===== src/rtl/secuenciador_muestras_pkg.sv =====
// Shared constants for the sample sequencer: FSM state encoding and overrun counter width.
package secuenciador_muestras_pkg;

    localparam logic [1:0] ST_IDLE   = 2'd0;
    localparam logic [1:0] ST_LAUNCH = 2'd1;
    localparam logic [1:0] ST_WAIT   = 2'd2;
    localparam logic [1:0] ST_CAPT   = 2'd3;

    localparam int unsigned OVR_W = 8;

endpackage


===== src/rtl/secuenciador_muestras_gen_tick_muestreo.sv =====
// Sample-rate divider: one-cycle tick every DIV clocks while en is high.
// Dropping en returns the count to zero so the next period starts clean.
module gen_tick_muestreo #(
    parameter int unsigned DIV = 100
) (
    input  logic clk,
    input  logic rst_n,
    input  logic en,
    output logic tick
);

    localparam int unsigned CW = (DIV > 1) ? $clog2(DIV) : 1;
    localparam logic [CW-1:0] CNT_LAST = CW'(DIV - 1);

    logic [CW-1:0] cnt_q;
    logic [CW-1:0] cnt_d;

    always_comb begin
        cnt_d = '0;
        if (en && (cnt_q != CNT_LAST)) begin
            cnt_d = cnt_q + CW'(1);
        end
    end

    always_ff @(posedge clk or negedge rst_n) begin
        if (!rst_n) begin
            cnt_q <= '0;
        end else begin
            cnt_q <= cnt_d;
        end
    end

    assign tick = en && (cnt_q == CNT_LAST);

endmodule


===== src/rtl/secuenciador_muestras.sv =====
// Sample sequencer: latches ADC samples on the rate tick, runs the start/done handshake
// with the filter controller and strobes the result to the DAC. Optional: SEC_MUESTRAS_OVR_CNT_EN.
module secuenciador_muestras
    import secuenciador_muestras_pkg::*;
#(
    parameter int unsigned DIV     = 100,
    parameter int unsigned W       = 16,
    parameter int unsigned TIMEOUT = 32
) (
    input  logic             clk,
    input  logic             rst_n,
    input  logic             en,
    input  logic             clr_err,
    input  logic [W-1:0]     adc_dato,
    input  logic             Band_Listo,
    input  logic [W-1:0]     filt_dato,
    output logic             Bandera,
    output logic [W-1:0]     muestra_x,
    output logic [W-1:0]     dac_dato,
    output logic             dac_valido,
    output logic             ocupado,
    output logic             error_to,
    output logic [OVR_W-1:0] ovr_cnt
);

    localparam int unsigned WCW = $clog2(TIMEOUT) + 1;
    localparam logic [WCW-1:0] WAIT_LAST = WCW'(TIMEOUT - 1);

    logic tick;

    gen_tick_muestreo #(
        .DIV (DIV)
    ) u_gen_tick (
        .clk   (clk),
        .rst_n (rst_n),
        .en    (en),
        .tick  (tick)
    );

    logic [1:0]     state_q,      state_d;
    logic [W-1:0]   muestra_q,    muestra_d;
    logic [W-1:0]   dac_dato_q,   dac_dato_d;
    logic           dac_valido_q, dac_valido_d;
    logic           error_q,      error_d;
    logic [WCW-1:0] wait_cnt_q,   wait_cnt_d;
    logic           listo_prev_q, listo_prev_d;
    logic           done;
    logic           err_set;

    // The controller's Listo idles high, so only a rising edge counts as done.
    assign done = Band_Listo && !listo_prev_q;

    always_comb begin
        state_d      = state_q;
        muestra_d    = muestra_q;
        dac_dato_d   = dac_dato_q;
        dac_valido_d = 1'b0;
        wait_cnt_d   = wait_cnt_q;
        listo_prev_d = Band_Listo;
        err_set      = 1'b0;
        case (state_q)
            ST_IDLE: begin
                if (tick) begin
                    muestra_d = adc_dato;
                    state_d   = ST_LAUNCH;
                end
            end
            ST_LAUNCH: begin
                wait_cnt_d = '0;
                state_d    = ST_WAIT;
            end
            ST_WAIT: begin
                wait_cnt_d = wait_cnt_q + WCW'(1);
                if (done) begin
                    state_d = ST_CAPT;
                end else if (wait_cnt_q == WAIT_LAST) begin
                    err_set = 1'b1;
                    state_d = ST_IDLE;
                end
            end
            ST_CAPT: begin
                dac_dato_d   = filt_dato;
                dac_valido_d = 1'b1;
                state_d      = ST_IDLE;
            end
            default: begin
                state_d = ST_IDLE;
            end
        endcase
    end

    // A clear requested in the same cycle as a new timeout wins.
    always_comb begin
        error_d = error_q;
        if (clr_err) begin
            error_d = 1'b0;
        end else if (err_set) begin
            error_d = 1'b1;
        end
    end

    always_ff @(posedge clk or negedge rst_n) begin
        if (!rst_n) begin
            state_q      <= ST_IDLE;
            muestra_q    <= '0;
            dac_dato_q   <= '0;
            dac_valido_q <= 1'b0;
            error_q      <= 1'b0;
            wait_cnt_q   <= '0;
            listo_prev_q <= 1'b0;
        end else begin
            state_q      <= state_d;
            muestra_q    <= muestra_d;
            dac_dato_q   <= dac_dato_d;
            dac_valido_q <= dac_valido_d;
            error_q      <= error_d;
            wait_cnt_q   <= wait_cnt_d;
            listo_prev_q <= listo_prev_d;
        end
    end

`ifdef SEC_MUESTRAS_OVR_CNT_EN
    logic             tick_drop;
    logic [OVR_W-1:0] ovr_q;
    logic [OVR_W-1:0] ovr_d;

    assign tick_drop = tick && (state_q != ST_IDLE);

    always_comb begin
        ovr_d = ovr_q;
        if (clr_err) begin
            ovr_d = '0;
        end else if (tick_drop && (ovr_q != {OVR_W{1'b1}})) begin
            ovr_d = ovr_q + OVR_W'(1);
        end
    end

    always_ff @(posedge clk or negedge rst_n) begin
        if (!rst_n) begin
            ovr_q <= '0;
        end else begin
            ovr_q <= ovr_d;
        end
    end

    assign ovr_cnt = ovr_q;
`else
    assign ovr_cnt = '0;
`endif

    assign Bandera    = (state_q == ST_LAUNCH);
    assign ocupado    = (state_q != ST_IDLE);
    assign muestra_x  = muestra_q;
    assign dac_dato   = dac_dato_q;
    assign dac_valido = dac_valido_q;
    assign error_to   = error_q;

endmodule


===== config.mk =====
export PLATFORM = sky130hd
export DESIGN_NAME = secuenciador_muestras
export DESIGN_NICKNAME = d
export VERILOG_FILES = /design/src/rtl/secuenciador_muestras_pkg.sv /design/src/rtl/secuenciador_muestras_gen_tick_muestreo.sv /design/src/rtl/secuenciador_muestras.sv
export SDC_FILE = /design/constraint.sdc
export NUM_CORES = 1
export LEC_CHECK = 0
export BUFFER_PORTS_ARGS = -buffer_cell sky130_fd_sc_hd__buf_4
export CAP_MARGIN = 10
export CORE_UTILIZATION = 45
export CTS_CLUSTER_SIZE = 10
export DETAILED_ROUTE_END_ITERATION = 8
export PLACE_DENSITY = 0.74
export SLEW_MARGIN = 20
export SYNTH_ARGS = -nofsm -noshare
export SYNTH_HDL_FRONTEND = slang
export SYNTH_SLANG_ARGS = --single-unit

===== constraint.sdc =====
create_clock -name clk -period 2.88 [get_ports clk]
set_clock_uncertainty 0.1 [all_clocks]
set_input_delay 0.576 -clock clk [delete_from_list [all_inputs] [get_ports clk]]
set_output_delay 0.576 -clock clk [all_outputs]
set_load 0.005 [all_outputs]

==> Word level (Yosys, flattened, before mapping) <==
Index checks and enable logic that the tools add are counted.
W data, S select, Z words.
{ "classes": {"n_reduce_logical": 10, "n_mux": 12, "addsub": 2, "eq_ne": 8} }
{ "ops": {"columns": ["op", "n"], "rows": [
  ["$pmux W6 S2", 1],
  ["$pmux W2 S4", 1],
  ["$add A7 B1 Y7 const B", 1],
  ["$eq A7 B7 Y1 const B", 1],
  ["$mux W7", 1],
  ["$ne A7 B7 Y1 const B", 1],
  ["$add A6 B1 Y6 const B", 1],
  ["$eq A6 B5 Y1 const B", 1],
  ["$mux W1", 6],
  ["$mux W2", 3],
  ["$reduce_bool A2 Y1", 3],
  ["$eq A2 B2 Y1 const B", 2],
  ["$reduce_and A2 Y1", 2],
  ["$logic_and A1 B1 Y1", 3],
  ["$ne A3 B3 Y1 const B", 1],
  ["$eq A2 B1 Y1 const B", 1],
  ["$logic_not A2 Y1", 1],
  ["$ne A2 B2 Y1 const B", 1],
  ["$logic_not A1 Y1", 1]
]} }
{ "totals": {"reg_bits": 50, "word_cells": 40, "in_bits": 37, "output_inout_bits": 44} }

==> Depth between registers and ports, before layout <==
Gate-level depths: netlist of run 1.
{ "logic_depth": {"word_depth": 6, "depth_mapped": 7, "depth_no_buf": 6} }

==> Cells and area by module <==
From an unflattened synthesis of run 1, not the netlist that was laid out.
{ "hier_totals": {"cells_unflattened": 168, "hier_area_um2": 2177.1} }
{ "by_module_without_submodules": {"columns": ["mod", "seq_area_each_um2", "cells_each", "area_per_inst_um2", "n_inst"], "rows": [
  ["secuenciador_muestras", 1076.0, 136, 1846.8, 1],
  ["gen_tick_muestreo", 175.2, 32, 330.3, 1]
]} }

==> Worst setup path before layout of run 1 <==
Ideal clock, no wire load.
{ "synth_timing": {"path_type": "register to register", "startpoint": "reg state_q[1]", "endpoint": "reg muestra_q[10] (netlist: muestra_x[10])", "stages_incl_launch_ff": 8, "n_path_buf": 2, "setup_slack_ns": 0.831, "period_less_slack_ns": 2.049, "t_arrival_ns": 1.824, "setup_time_ns": 0.125, "cell_sequence": "dfrtp_1 -> inv_1 -> ha_1 -> clkinv_1 -> or4_1 -> buf_6 -> buf_12 -> mux2_4"} }
{ "synth_via": {"elab_chain_len": 2} }
{ "synth_rtl": {"columns": ["element", "line_no", "source"], "rows": [
  ["start: declaration", "secuenciador_muestras.sv:40", "logic [1:0] state_q, state_d;"],
  ["start signal: assignment", "secuenciador_muestras.sv:112", "state_q <= state_d;"],
  ["$logic_not A2 Y1", "secuenciador_muestras.sv:61", "case (state_q)"],
  ["$reduce_and A2 Y1 (no source line)", null, null],
  ["end signal: assignment", "secuenciador_muestras.sv:113", "muestra_q <= muestra_d;"],
  ["end: declaration", "secuenciador_muestras.sv:41", "logic [W-1:0] muestra_q, muestra_d;"]
]} }
No other way between the ends.
A chain may end at the register's enable or synchronous reset.

==> Worst setup path in the final report of run 1 <==
{ "layout_timing": {"startpoint": "reg state_q[1]", "endpoint": "reg muestra_q[14] (netlist: muestra_x[14])"} }
The elaborated chain is that of the path after synthesis.

==> results of run 1 <==
-- path summary, 6_finish.rpt --
kind                                             to  slack, ps  depth (start not counted)
worst max register to register        muestra_x[14]        510                          5
min in group clk                       listo_prev_q        300                          1
worst max-delay path                  muestra_x[14]        510                          5
worst min register to register  u_gen_tick.cnt_q[0]        390                          1
worst min-delay path                   dac_dato[11]        180                          1
max in group asynchronous       u_gen_tick.cnt_q[1]       2090                          1
-- final cells by class --
| cell class | count | area [um2] |
|---|---|---|
| clock buffers | 6 | 82.6 |
| repair buffers | 72 | 541 |
| inverters | 7 | 26.3 |
| multi-input cells | 101 | 828 |
| flip-flops and latches | 50 | 1250 |
| fillers | 363 | 1650 |
| clock inverters | 2 | 60.1 |
| well taps | 52 | 65.1 |
-- logic make-up (layout without fill, tap and decap cells) --
group / Yosys count / in the layout / share of synthesized area, %
xor+xnor: 4 / 4 / 1.61
simple gates: 31 / 31 / 7.57
fa+ha+maj: 6 / 6 / 3.44
other cells: 1 / 8 / 0.172
compound gates: 19 / 19 / 5.28
mux: 33 / 33 / 18.7
buf+inv: 20 / 87 / 5.91
flops: 50 / 50 / 57.3
-- sequential cells by signal, indices dropped and copies added (netlist names) --
| signal | cells |
|---|---|
| dac_dato | 16 |
| dac_valido | 1 |
| u_gen_tick.cnt_q | 7 |
| wait_cnt_q | 6 |
| state_q | 2 |
| error_to | 1 |
| muestra_x | 16 |
| listo_prev_q | 1 |
-- cell usage in the layout, fill, tap and decap left out, types with 8 or more instances in the layout --
| cell | instances |
|---|---|
| sky130_fd_sc_hd__mux2_4 | 10 |
| sky130_fd_sc_hd__buf_4 | 72 |
| sky130_fd_sc_hd__dfrtp_1 | 50 |
| sky130_fd_sc_hd__conb_1 | 8 |
| sky130_fd_sc_hd__nor2_1 | 8 |
| sky130_fd_sc_hd__mux2_2 | 22 |
-- through the flow --
stage | cell area (um2) | setup WS, ps
global route | 2850 | 396
finish | 2850 | 514
floorplan | 2210 | 831
detailed placement | 2710 | 499
CTS | 2850 | 488
global placement | 2710 | 586
-- power by group --
group / total (mW) / switching [mW] / internal [mW] / leakage [nW]
combinational: 0.632 / 0.253 / 0.379 / 0.718
clock: 0.595 / 0.225 / 0.370 / 0.0714
sequential: 0.933 / 0.0847 / 0.849 / 0.657
total: 2.16 / 0.562 / 1.60 / 1.45
-- routing by layer --
layer	up-vias	global-route usage [%]
li1	702	-
met1	712	22.7
met2	54	26.4
met3	4	5.77
met4	0	5.01
met5	-	0
-- critical path, cell delays in order (launching register included) --
cell	delay (ps)
sky130_fd_sc_hd__dfrtp_1	410
sky130_fd_sc_hd__inv_1	120
sky130_fd_sc_hd__ha_1	180
sky130_fd_sc_hd__clkinv_1	90
sky130_fd_sc_hd__or4_1	910
sky130_fd_sc_hd__mux2_4	440
==> qor.log, run 1 <==
qor: outcome.outcome finished clean
qor: cts.post_cts.repair.setup_buffers 0
qor: die.die_h 71.6 um
qor: cts.ctsResizeCount 0
qor: drt.postRouteWirelength 4.06 mm
qor: drt.detail_route.wl_per_cell 14.0 um
qor: final_layout.finalCoreUtilization 63.4%
qor: cts.count_of_clock_tree_sinks 50
qor: run.max_cap_viol_count 0
qor: placed_design.dp_cells 282
qor: grt.maximum_number_of_pins_on_one_net_before_global_route_repair 51
qor: synth.yosysSeqAreaShare 57.3%
qor: die.die_width 71.6 um
qor: cts.num_cts_buffers 5
qor: placed_design.io_buffers 72
qor: placed_design.routability_driven_placement_congestion_ratio 0.773
qor: drt.num_vias 1472
qor: timing.rsz0062_at_grt false
qor: timing.drv_slew 0
qor: synth.synth_async_sr_flop_share 100%
qor: critical_path.highest_fanout_seen_on_the_critical_path 16
qor: drt.initial_drt_pass_iterations 4
qor: critical_path.worst_setup_path_end_kind register
qor: grt.grt.overflow.total 0
qor: synth.synth_edf_count 0
qor: synth.ys_dominant_reg_cell sky130_fd_sc_hd__dfrtp_1
qor: timing.timing.final.setup_violations 0
qor: die.io_pins 81
qor: synth.synth_area_per_cell 13.3 um2
qor: drt.final_antenna_net_count 0
qor: die.coreArea 4500 um2
qor: synth.number_of_standard_cells_after_synthesis 164
qor: grt.globalRouteTotalUtil 17.0%
qor: synth.post_synth_instance_area 2180 um2
qor: timing.worst_hold_slack 180 ps
qor: drt.wl_met3 309 um
qor: drt.first_iter_violations 93
qor: die.start_util 48.4%
qor: power.ir_worst_vdd 309 uV
qor: grt.grt_pass1_wl 6.65 mm
qor: power.power-per-cell-area 757 nW/um2
qor: synth.synth_seq_cells 50
qor: cts.clock_tree.htree_level_count 2
qor: final_layout.drive_above_1_share 47.9%
qor: critical_path.crit-reg2reg-launch state_q[1]
qor: drt.met1Wirelength 1.78 mm
qor: grt.first_global_vias 1431
qor: timing.worst_margin_pin_slew 843 ps
qor: final_layout.antenna_diode_instance_count 0
qor: synth.netlist.area_leader.share 57.3%
qor: final_layout.area_delta_synth_final 30.8%
qor: cts.max-clock-path-buffers 2
qor: grt.antenna_found_initial 0
qor: drt.met2_length 1.93 mm
qor: cts.insertion_delay 300 ps
qor: critical_path.worst_ep_arrival_time 2460 ps
qor: cts.root_buffer sky130_fd_sc_hd__clkbuf_8
qor: timing.setup-tns-final 0 ps
qor: cts.tritoncts_clock_tree done
qor: timing.headroom_to_the_max_slew_limit 43.8%
qor: synth.netlist_top_cells_area sky130_fd_sc_hd__dfrtp_1 57%, sky130_fd_sc_hd__mux2_2 11%, sky130_fd_sc_hd__mux2_4 6.9%
qor: drt.drt_drc_violations_left 0
qor: die.std_cell_rows 24
qor: synth.synth_top_cells_by_count 50 x sky130_fd_sc_hd__dfrtp_1, 22 x sky130_fd_sc_hd__mux2_2, 10 x sky130_fd_sc_hd__mux2_4
qor: critical_path.worst_setup_path_startpoint state_q[1]
qor: synth.synthMostInstantiatedCell sky130_fd_sc_hd__dfrtp_1
qor: cts.clk_pin_slew 90 ps
qor: timing.fmax 0.423 GHz
qor: power.power 2.16 mW
qor: synth.yosysTopAreaCell sky130_fd_sc_hd__dfrtp_1
qor: timing.post-route-period-util 82.1%
qor: critical_path.critical_path_required 2970 ps
qor: synth.synth_cell_types 35
qor: placed_design.place.detailed.hpwl 2.99 mm
qor: synth.yosysWarnings 0
qor: timing.hold_viol 0
qor: cts.postCtsHoldBufs 0
qor: power.power.leakage 1.45 nW
qor: drt.top_layer_used met4
qor: final_layout.final_cells 290
qor: timing.layout_min_cycle_time 2370 ps
qor: final_layout.final_net_count 280
qor: hold_path.hold_crit_path_type in2async
qor: critical_path.worst_setup_path_start_kind register
qor: die.die_area 5130 um2
qor: drt.via_per_inst 5.08
qor: critical_path.setup.worst_path.class reg2reg
No activity file was read; power rests on OpenSTA's default activity.
==> inputs of run 2 (changes only) <==
--- a/config.mk
+++ b/config.mk
@@ -7,10 +7,10 @@
 export LEC_CHECK = 0
 export BUFFER_PORTS_ARGS = -buffer_cell sky130_fd_sc_hd__buf_4
 export CAP_MARGIN = 10
-export CORE_UTILIZATION = 45
+export CORE_UTILIZATION = 44
 export CTS_CLUSTER_SIZE = 10
 export DETAILED_ROUTE_END_ITERATION = 8
-export PLACE_DENSITY = 0.74
+export PLACE_DENSITY = 0.75
 export SLEW_MARGIN = 20
 export SYNTH_ARGS = -nofsm -noshare
 export SYNTH_HDL_FRONTEND = slang
==> constraint.sdc (replaced) <==
create_clock -name clk -period 2 [get_ports clk]
set_clock_uncertainty 0.1 [all_clocks]
set_input_delay 0.4 -clock clk [delete_from_list [all_inputs] [get_ports clk]]
set_output_delay 0.4 -clock clk [all_outputs]
set_load 0.005 [all_outputs]
==> run 2 against run 1 <==
  * Worst setup slack lost 430 ps
  * Cell count grew 7.9%
  * Sequential share of layout area shrank 1.1 points
  * Critical path depth shrank 1
  * Fmax grew 24%
  * First-iteration DRC count shrank 12%
  * Non-clock buffer count grew 7
  * Critical path type unchanged
==> qor.log, run 2 (same netlist as run 1, synthesis figures left out) <==
qor: outcome.outcome finished clean
qor: power.power.leakage 1.47 nW [+1.4%]
qor: power.p_int 2.18 mW [+36%]
qor: final_layout.final_common_cell sky130_fd_sc_hd__buf_4
qor: die.start_util 45.9% [-2.5 points]
qor: die.io_pins 81 [unchanged]
qor: die.die_h 72.4 um [+1.1%]
qor: placed_design.place.detailed.hpwl 2.94 mm [-1.8%]
qor: cts.insertion_delay 300 ps [about the same]
qor: cts.root_buffer sky130_fd_sc_hd__clkbuf_8
qor: grt.globalRouteTotalUtil 16.2% [-0.75 points]
qor: power.power_frac_clock 23.1% [-4.4 points]
qor: hold_path.hold_crit_path_type in2async
qor: critical_path.highest_fanout_seen_on_the_critical_path 8 [-8]
qor: cts.num_cts_buffers 5 [unchanged]
qor: timing.post-route-period-util 95.6% [+13 points]
qor: timing.fmax 0.523 GHz [+24%]
qor: critical_path.critical-path-slowest-cell sky130_fd_sc_hd__or4_4
qor: final_layout.final_net_count 288 [+2.9%]
qor: critical_path.cell_type_group_with_the_largest_total_delay_on_the_critical_path simple AND/OR/NAND/NOR gates
qor: cts.max-clock-path-buffers 2 [unchanged]
qor: final_layout.multi_input_comb_area 862 um2 [+4.1%]
qor: cts.count_of_clock_tree_sinks 50 [unchanged]
qor: drt.num_vias 1509 [+2.5%]
qor: run.max_cap_viol_count 0 [unchanged]
qor: drt.via_per_inst 4.82 [-5.0%]
qor: placed_design.dp_cells 304 [+7.8%]
qor: cts.clock_tree.htree_level_count 2 [unchanged]
qor: die.die_width 72.4 um [+1.1%]
qor: cts.tritoncts_clock_tree done
qor: critical_path.regToRegSetupSlack 90 ps [-430 ps]
qor: placed_design.routability_driven_placement_congestion_ratio 0.773 [about the same]
qor: final_layout.antenna_diode_instance_count 0 [unchanged]
qor: critical_path.setup.worst_path.class reg2reg
qor: power.total_switching_power 0.831 mW [+48%]
qor: cts.post_cts.repair.setup_buffers 0 [unchanged]
qor: drt.final_antenna_net_count 0 [unchanged]
qor: drt.postRouteWirelength 4.30 mm [+6.0%]
qor: final_layout.register_area 1250 um2 [unchanged]
qor: final_layout.drive_above_1_share 51.2% [+3.3 points]
qor: critical_path.worst_ep_arrival_time 2000 ps [-460 ps]
qor: timing.headroom_to_the_max_slew_limit 58.9% [+15 points]
qor: timing.worst_margin_pin_slew 616 ps [-227 ps]
qor: timing.timing.final.setup_violations 0 [unchanged]
qor: power.switching_share 27.6% [+1.6 points]
qor: drt.initial_drt_pass_iterations 4 [unchanged]
qor: power.power-per-cell-area 1030 nW/um2 [+36%]
qor: critical_path.worst_setup_path_start_kind register
qor: timing.layout_min_cycle_time 1910 ps [-454 ps]
qor: timing.post_layout_worst_setup_margin 88.2 ps [-426 ps]
qor: timing.setup-tns-final 0 ps [unchanged]
qor: power.p_seq_share 44.1% [+0.9 points]
qor: power.power 3.01 mW [+39%]
qor: timing.rsz0062_at_grt false
qor: die.die_area 5240 um2 [+2.2%]
qor: final_layout.final_cells 313 [+7.9%]
qor: drt.first_iter_violations 82 [-12%]
qor: grt.grt.overflow.total 0 [unchanged]
qor: final_layout.area_delta_synth_final 34.2%
qor: critical_path.worst_setup_path_end_kind register
qor: cts.clk_pin_slew 90 ps [about the same]
qor: final_layout.most-common-layout-cells 79 x sky130_fd_sc_hd__buf_4, 50 x sky130_fd_sc_hd__dfrtp_1, 22 x sky130_fd_sc_hd__mux2_2
qor: grt.maximum_number_of_pins_on_one_net_before_global_route_repair 51 [unchanged]
qor: final_layout.nFillCells 397 [+9.4%]
qor: critical_path.critical_path_required 2090 ps [-880 ps]
qor: power.ir_worst_vdd 484 uV [+57%]
qor: power.pwr-share-comb 32.7% [+3.4 points]
qor: timing.hold_viol 0 [unchanged]
qor: drt.detail_route.wl_per_cell 13.7 um [-1.8%]
qor: die.std_cell_rows 25 [+4.2%]
qor: grt.antenna_found_initial 0 [unchanged]
qor: drt.drt_drc_violations_left 0 [unchanged]
qor: grt.first_global_vias 1446 [+1.0%]
qor: critical_path.critical_path.n_buffers_inverters 0 [-2]
qor: timing.worst_hold_slack 12.6 ps [-167 ps]
qor: placed_design.dpl_worst_slack 86.9 ps [-412 ps]
qor: grt.grt_pass1_wl 6.55 mm [-1.5%]
qor: critical_path.worst_path_largest_cell_delay 620 ps [-290 ps]
qor: critical_path.crit_chain ha_1, nand2_1, or4_4, mux2_4
qor: placed_design.io_buffers 72 [unchanged]
qor: timing.drv_slew 0 [unchanged]
qor: die.coreArea 4750 um2 [+5.6%]
run 2: cell count changes in the layout (fill, tap and decap cells not counted), sizes merged:
cell | before | now
clkinvlp | 0 | 1
buf | 72 | 79
or4 | 1 | 2
bufinv | 2 | 1
run 2: area by class of cell:
type | count | area share, %
clock inverters | 2 | 1.28
multi-input cells | 102 | 29.4
repair buffers | 79 | 20.3
well taps | 67 | 2.86
flip-flops and latches | 50 | 42.7
inverters | 7 | 0.940
clock buffers | 6 | 2.48
run 2: worst reg2reg max path, delay by kind of cell, from the launching register on:
| kind | cells | cell delay (ps) |
|---|---|---|
| adders and majority gates | 1 | 220 |
| and+or+nand+nor | 2 | 750 |
| DFF | 1 | 400 |
| muxes | 1 | 340 |
run 2: final timing paths:
check / from / to / depth (start not counted)
min reg2reg: u_gen_tick.cnt_q[0] / u_gen_tick.cnt_q[0] / 1
max in group asynchronous: rst_n / dac_dato[1] / 1
max reg2reg: u_gen_tick.cnt_q[0] / muestra_x[7] / 4
min: rst_n / muestra_x[13] / 1
max: u_gen_tick.cnt_q[0] / muestra_x[7] / 4
min in group clk: Band_Listo / listo_prev_q / 1
run 2: timing repair:
| item | CTS | global route |
|---|---|---|
| gates resized for setup | 0 | 2 |
| hold buffers | 0 | 0 |
| endpoints found under the setup margin | 0 | 12 |
run 2: power groups by stage:
| stage | clock [mW] | sequential, mW | combinational [mW] |
|---|---|---|---|
| detailed placement | 0 | 1.35 | 0.985 |
| floorplan | 0 | 1.37 | 0.467 |
| CTS | 0.715 | 1.33 | 0.988 |
| global placement | 0 | 1.35 | 0.961 |
| global route | 0.754 | 1.36 | 1.09 |
| finish | 0.696 | 1.33 | 0.985 |
run 2: metrics by stage:
step / area (um2) / util, %
2_1_floorplan: 2220 / -
3_3_place_gp: 2790 / 58.7
3_5_place_dp: 2790 / 58.7
4_1_cts: 2900 / 61.0
5_1_grt: 2930 / 61.6
6_report: 2930 / 61.6
run 2: metal layers:
metal | part of all wire, % | vias to the layer above | global-route usage (%)
li1 | - | 717 | -
met1 | 47 | 721 | 22.0
met2 | 44 | 63 | 25.3
met3 | 7.3 | 8 | 4.03
met4 | 1.8 | 0 | 5.88
met5 | 0 | - | 0
==> inputs of run 3 (changes only) <==
==> constraint.sdc (replaced) <==
create_clock -name clk -period 1.6 [get_ports clk]
set_clock_uncertainty 0.1 [all_clocks]
set_input_delay 0.32 -clock clk [delete_from_list [all_inputs] [get_ports clk]]
set_output_delay 0.32 -clock clk [all_outputs]
set_load 0.005 [all_outputs]
==> run 3 against run 2 <==
  * The flow now finishes with violations (negative setup slack)
  * Global-route usage grew 1.2 points
  * Final area rose by 9.5%
  * Die area unchanged
  * Largest cell class unchanged
==> qor.log, run 3 (same netlist as run 1, synthesis figures left out) <==
qor: die.io_pins 81 [unchanged]
qor: hold_path.hold_crit_path_type in2reg
qor: placed_design.placedInstanceArea 2900 um2 [+3.8%]
qor: drt.postRouteWirelength 4.45 mm [+3.4%]
qor: outcome.failed_checks negative setup slack
qor: cts.insertion_delay 300 ps [about the same]
qor: critical_path.logic_depth_of_the_worst_register_to_register_path 5 [+1]
qor: outcome.outcome finished, violations left
qor: timing.layout_min_cycle_time 1830 ps [-82.8 ps]
qor: cts.clock_tree.htree_level_count 2 [unchanged]
qor: die.die_width 72.4 um [unchanged]
qor: critical_path.critical-path-slowest-cell sky130_fd_sc_hd__or4_4
qor: die.coreArea 4750 um2 [unchanged]
qor: final_layout.area_delta_synth_final 47.0%
qor: timing.headroom_to_the_max_slew_limit 59.7% [+0.73 points]
qor: final_layout.antenna_diode_instance_count 0 [unchanged]
qor: final_layout.final_common_cell sky130_fd_sc_hd__buf_4
qor: critical_path.highest_fanout_seen_on_the_critical_path 8 [unchanged]
qor: grt.maximum_number_of_pins_on_one_net_before_global_route_repair 51 [unchanged]
qor: final_layout.nFillCells 346 [-13%]
qor: grt.first_global_vias 1455 [+0.62%]
qor: hold_path.whs_path_depth 1
qor: grt.antenna_found_initial 0 [unchanged]
qor: drt.detail_route.wl_per_cell 13.4 um [-2.8%]
qor: critical_path.worst_path_largest_cell_delay 590 ps [-30 ps]
qor: drt.top_layer_used met4
qor: critical_path.cell_type_group_with_the_largest_total_delay_on_the_critical_path simple AND/OR/NAND/NOR gates
qor: critical_path.crit-reg2reg-launch state_q[1]
qor: grt.grt_pass1_wl 6.92 mm [+5.7%]
qor: final_layout.final_cell_area 3210 um2 [+9.5%]
qor: critical_path.setup.worst_path.class reg2reg
qor: cts.tritoncts_clock_tree done
qor: final_layout.drive_above_1_share 59.4% [+8.2 points]
qor: power.p_seq_share 39.2% [-4.9 points]
qor: drt.drt_drc_violations_left 0 [unchanged]
qor: critical_path.worstReg2RegEnd muestra_x[8]
qor: power.power_frac_clock 20.9% [-2.2 points]
qor: timing.hold_viol 0 [unchanged]
qor: power.pwr-share-comb 39.9% [+7.2 points]
qor: critical_path.regToRegSetupSlack -230 ps [-320 ps]
qor: timing.drv_slew 0 [unchanged]
qor: die.start_util 45.9% [unchanged]
qor: final_layout.final_net_count 309 [+7.3%]
qor: power.p_int 3.08 mW [+41%]
qor: placed_design.io_buffers 72 [unchanged]
qor: drt.wl_met3 322 um [+3.2%]
qor: power.power 4.23 mW [+40%]
qor: placed_design.routability_driven_placement_congestion_ratio 0.756 [-2.2%]
qor: cts.clk_pin_slew 80 ps [about the same]
qor: critical_path.worst_ep_arrival_time 1910 ps [-90 ps]
qor: power.power-per-cell-area 1320 nW/um2 [+28%]
qor: drt.num_vias 1576 [+4.4%]
qor: drt.final_antenna_net_count 0 [unchanged]
qor: placed_design.place.detailed.hpwl 2.98 mm [+1.4%]
qor: die.std_cell_rows 25 [unchanged]
qor: timing.fmax 0.547 GHz [+4.5%]
qor: power.switching_share 27.1% [-0.51 points]
qor: die.die_area 5240 um2 [unchanged]
qor: final_layout.finalCoreUtilization 67.4% [+5.9 points]
qor: timing.timing.final.setup_violations 25 [+25]
qor: drt.first_iter_violations 55 [-33%]
qor: hold_path.hp-start Band_Listo
qor: timing.rsz0062_at_grt true
qor: drt.met2_length 2.11 mm [+12%]
qor: timing.worst_margin_pin_slew 605 ps [-11.0 ps]
qor: hold_path.min_delay_worst_endpoint listo_prev_q
qor: cts.num_cts_buffers 5 [unchanged]
qor: drt.met1Wirelength 1.99 mm [-2.1%]
qor: power.ir_worst_vdd 579 uV [+19%]
qor: critical_path.crit_chain inv_2, ha_4, clkinv_4, or4_4, mux2_4
qor: grt.globalRouteTotalUtil 17.4% [+1.2 points]
qor: drt.initial_drt_pass_iterations 5 [+1]
qor: cts.count_of_clock_tree_sinks 50 [unchanged]
qor: timing.post-route-period-util 114% [+19 points]
qor: die.die_h 72.4 um [unchanged]
qor: grt.grt.overflow.total 0 [unchanged]
qor: power.total_switching_power 1.15 mW [+38%]
qor: timing.post_layout_worst_setup_margin -229 ps [-317 ps]
qor: critical_path.worst_setup_path_start_kind register
qor: final_layout.most-common-layout-cells 93 x sky130_fd_sc_hd__buf_4, 50 x sky130_fd_sc_hd__dfrtp_1, 22 x sky130_fd_sc_hd__mux2_2
qor: critical_path.critical_path_required 1690 ps [-400 ps]
qor: power.power.leakage 1.58 nW [+8.1%]
qor: drt.via_per_inst 4.73 [-1.8%]
qor: cts.root_buffer sky130_fd_sc_hd__clkbuf_8
qor: critical_path.critical_path.n_buffers_inverters 2 [+2]
qor: critical_path.worst_setup_path_end_kind register
qor: cts.max-clock-path-buffers 2 [unchanged]
qor: run.max_cap_viol_count 0 [unchanged]
[run 3: cell types whose count changed in the layout (fill, tap and decap cells not counted), sizes merged]
cell | previous run | this run
buf | 79 | 99
dlygate4sd3 | 0 | 1
clkinvlp | 1 | 0
[run 3: worst max path at each step]
stage	start	endpoint	slack, ps	depth (start not counted)
detailed placement	u_gen_tick.cnt_q[3]	muestra_x[8]	-240	3
global route	state_q[1]	muestra_x[8]	-270	5
CTS	state_q[1]	muestra_x[8]	-250	5
global placement	u_gen_tick.cnt_q[3]	muestra_x[15]	-200	3
floorplan	u_gen_tick.cnt_q[2]	muestra_x[10]	-310	5
finish	state_q[1]	muestra_x[8]	-230	5
[run 3: worst register-to-register path, stage by stage (launching register included)]
cell	delay, ps
sky130_fd_sc_hd__dfrtp_1	410
sky130_fd_sc_hd__inv_2	80
sky130_fd_sc_hd__ha_4	150
sky130_fd_sc_hd__clkinv_4	50
sky130_fd_sc_hd__or4_4	590
sky130_fd_sc_hd__mux2_4	340
[run 3: power by group through the flow]
stage               sequential (mW)  combinational [mW]  clock (mW)
detailed placement             1.68                1.38           0
global placement               1.67                1.36           0
finish                         1.66                1.69       0.883
CTS                            1.66                1.53       0.911
floorplan                      1.71               0.658           0
global route                   1.69                1.84       0.958
[run 3: metal layers]
layer / up-vias / track usage (%)
li1: 757 / -
met1: 757 / 25.2
met2: 58 / 25.2
met3: 4 / 5.00
met4: 0 / 5.45
met5: - / 0
[run 3: area by class of cell]
type	count	area, um2	share of cell area [%]
clock buffers	6	82.6	2.58
clock inverters	1	30.0	0.936
inverters	7	31.3	0.975
multi-input cells	102	952	29.7
flip-flops and latches	50	1250	39.0
well taps	67	83.8	2.61
repair buffers	100	776	24.2
[run 3: repair_timing]
item | 4_1_cts | 5_1_grt
gates cloned | 1 | 0
setup endpoints to repair | 42 | 38
endpoints found under the hold margin | 50 | 0
hold buffers | 1 | 0
buffers inserted | 5 | 6
resized for setup | 10 | 14
pin swaps | 10 | 10
[run 3: per-stage QoR]
stage | setup slack [ps] | cells | setup TNS (ps) | hold slack [ps]
after global placement | -199 | 316 | -5770 | 279
after detailed placement | -241 | 316 | -6800 | 275
after CTS | -247 | 329 | -4340 | 34.2
after floorplan | -312 | 171 | -4580 | -75.6
final | -229 | 333 | -4150 | 43.3
after global routing | -266 | 333 | -5220 | 28.3
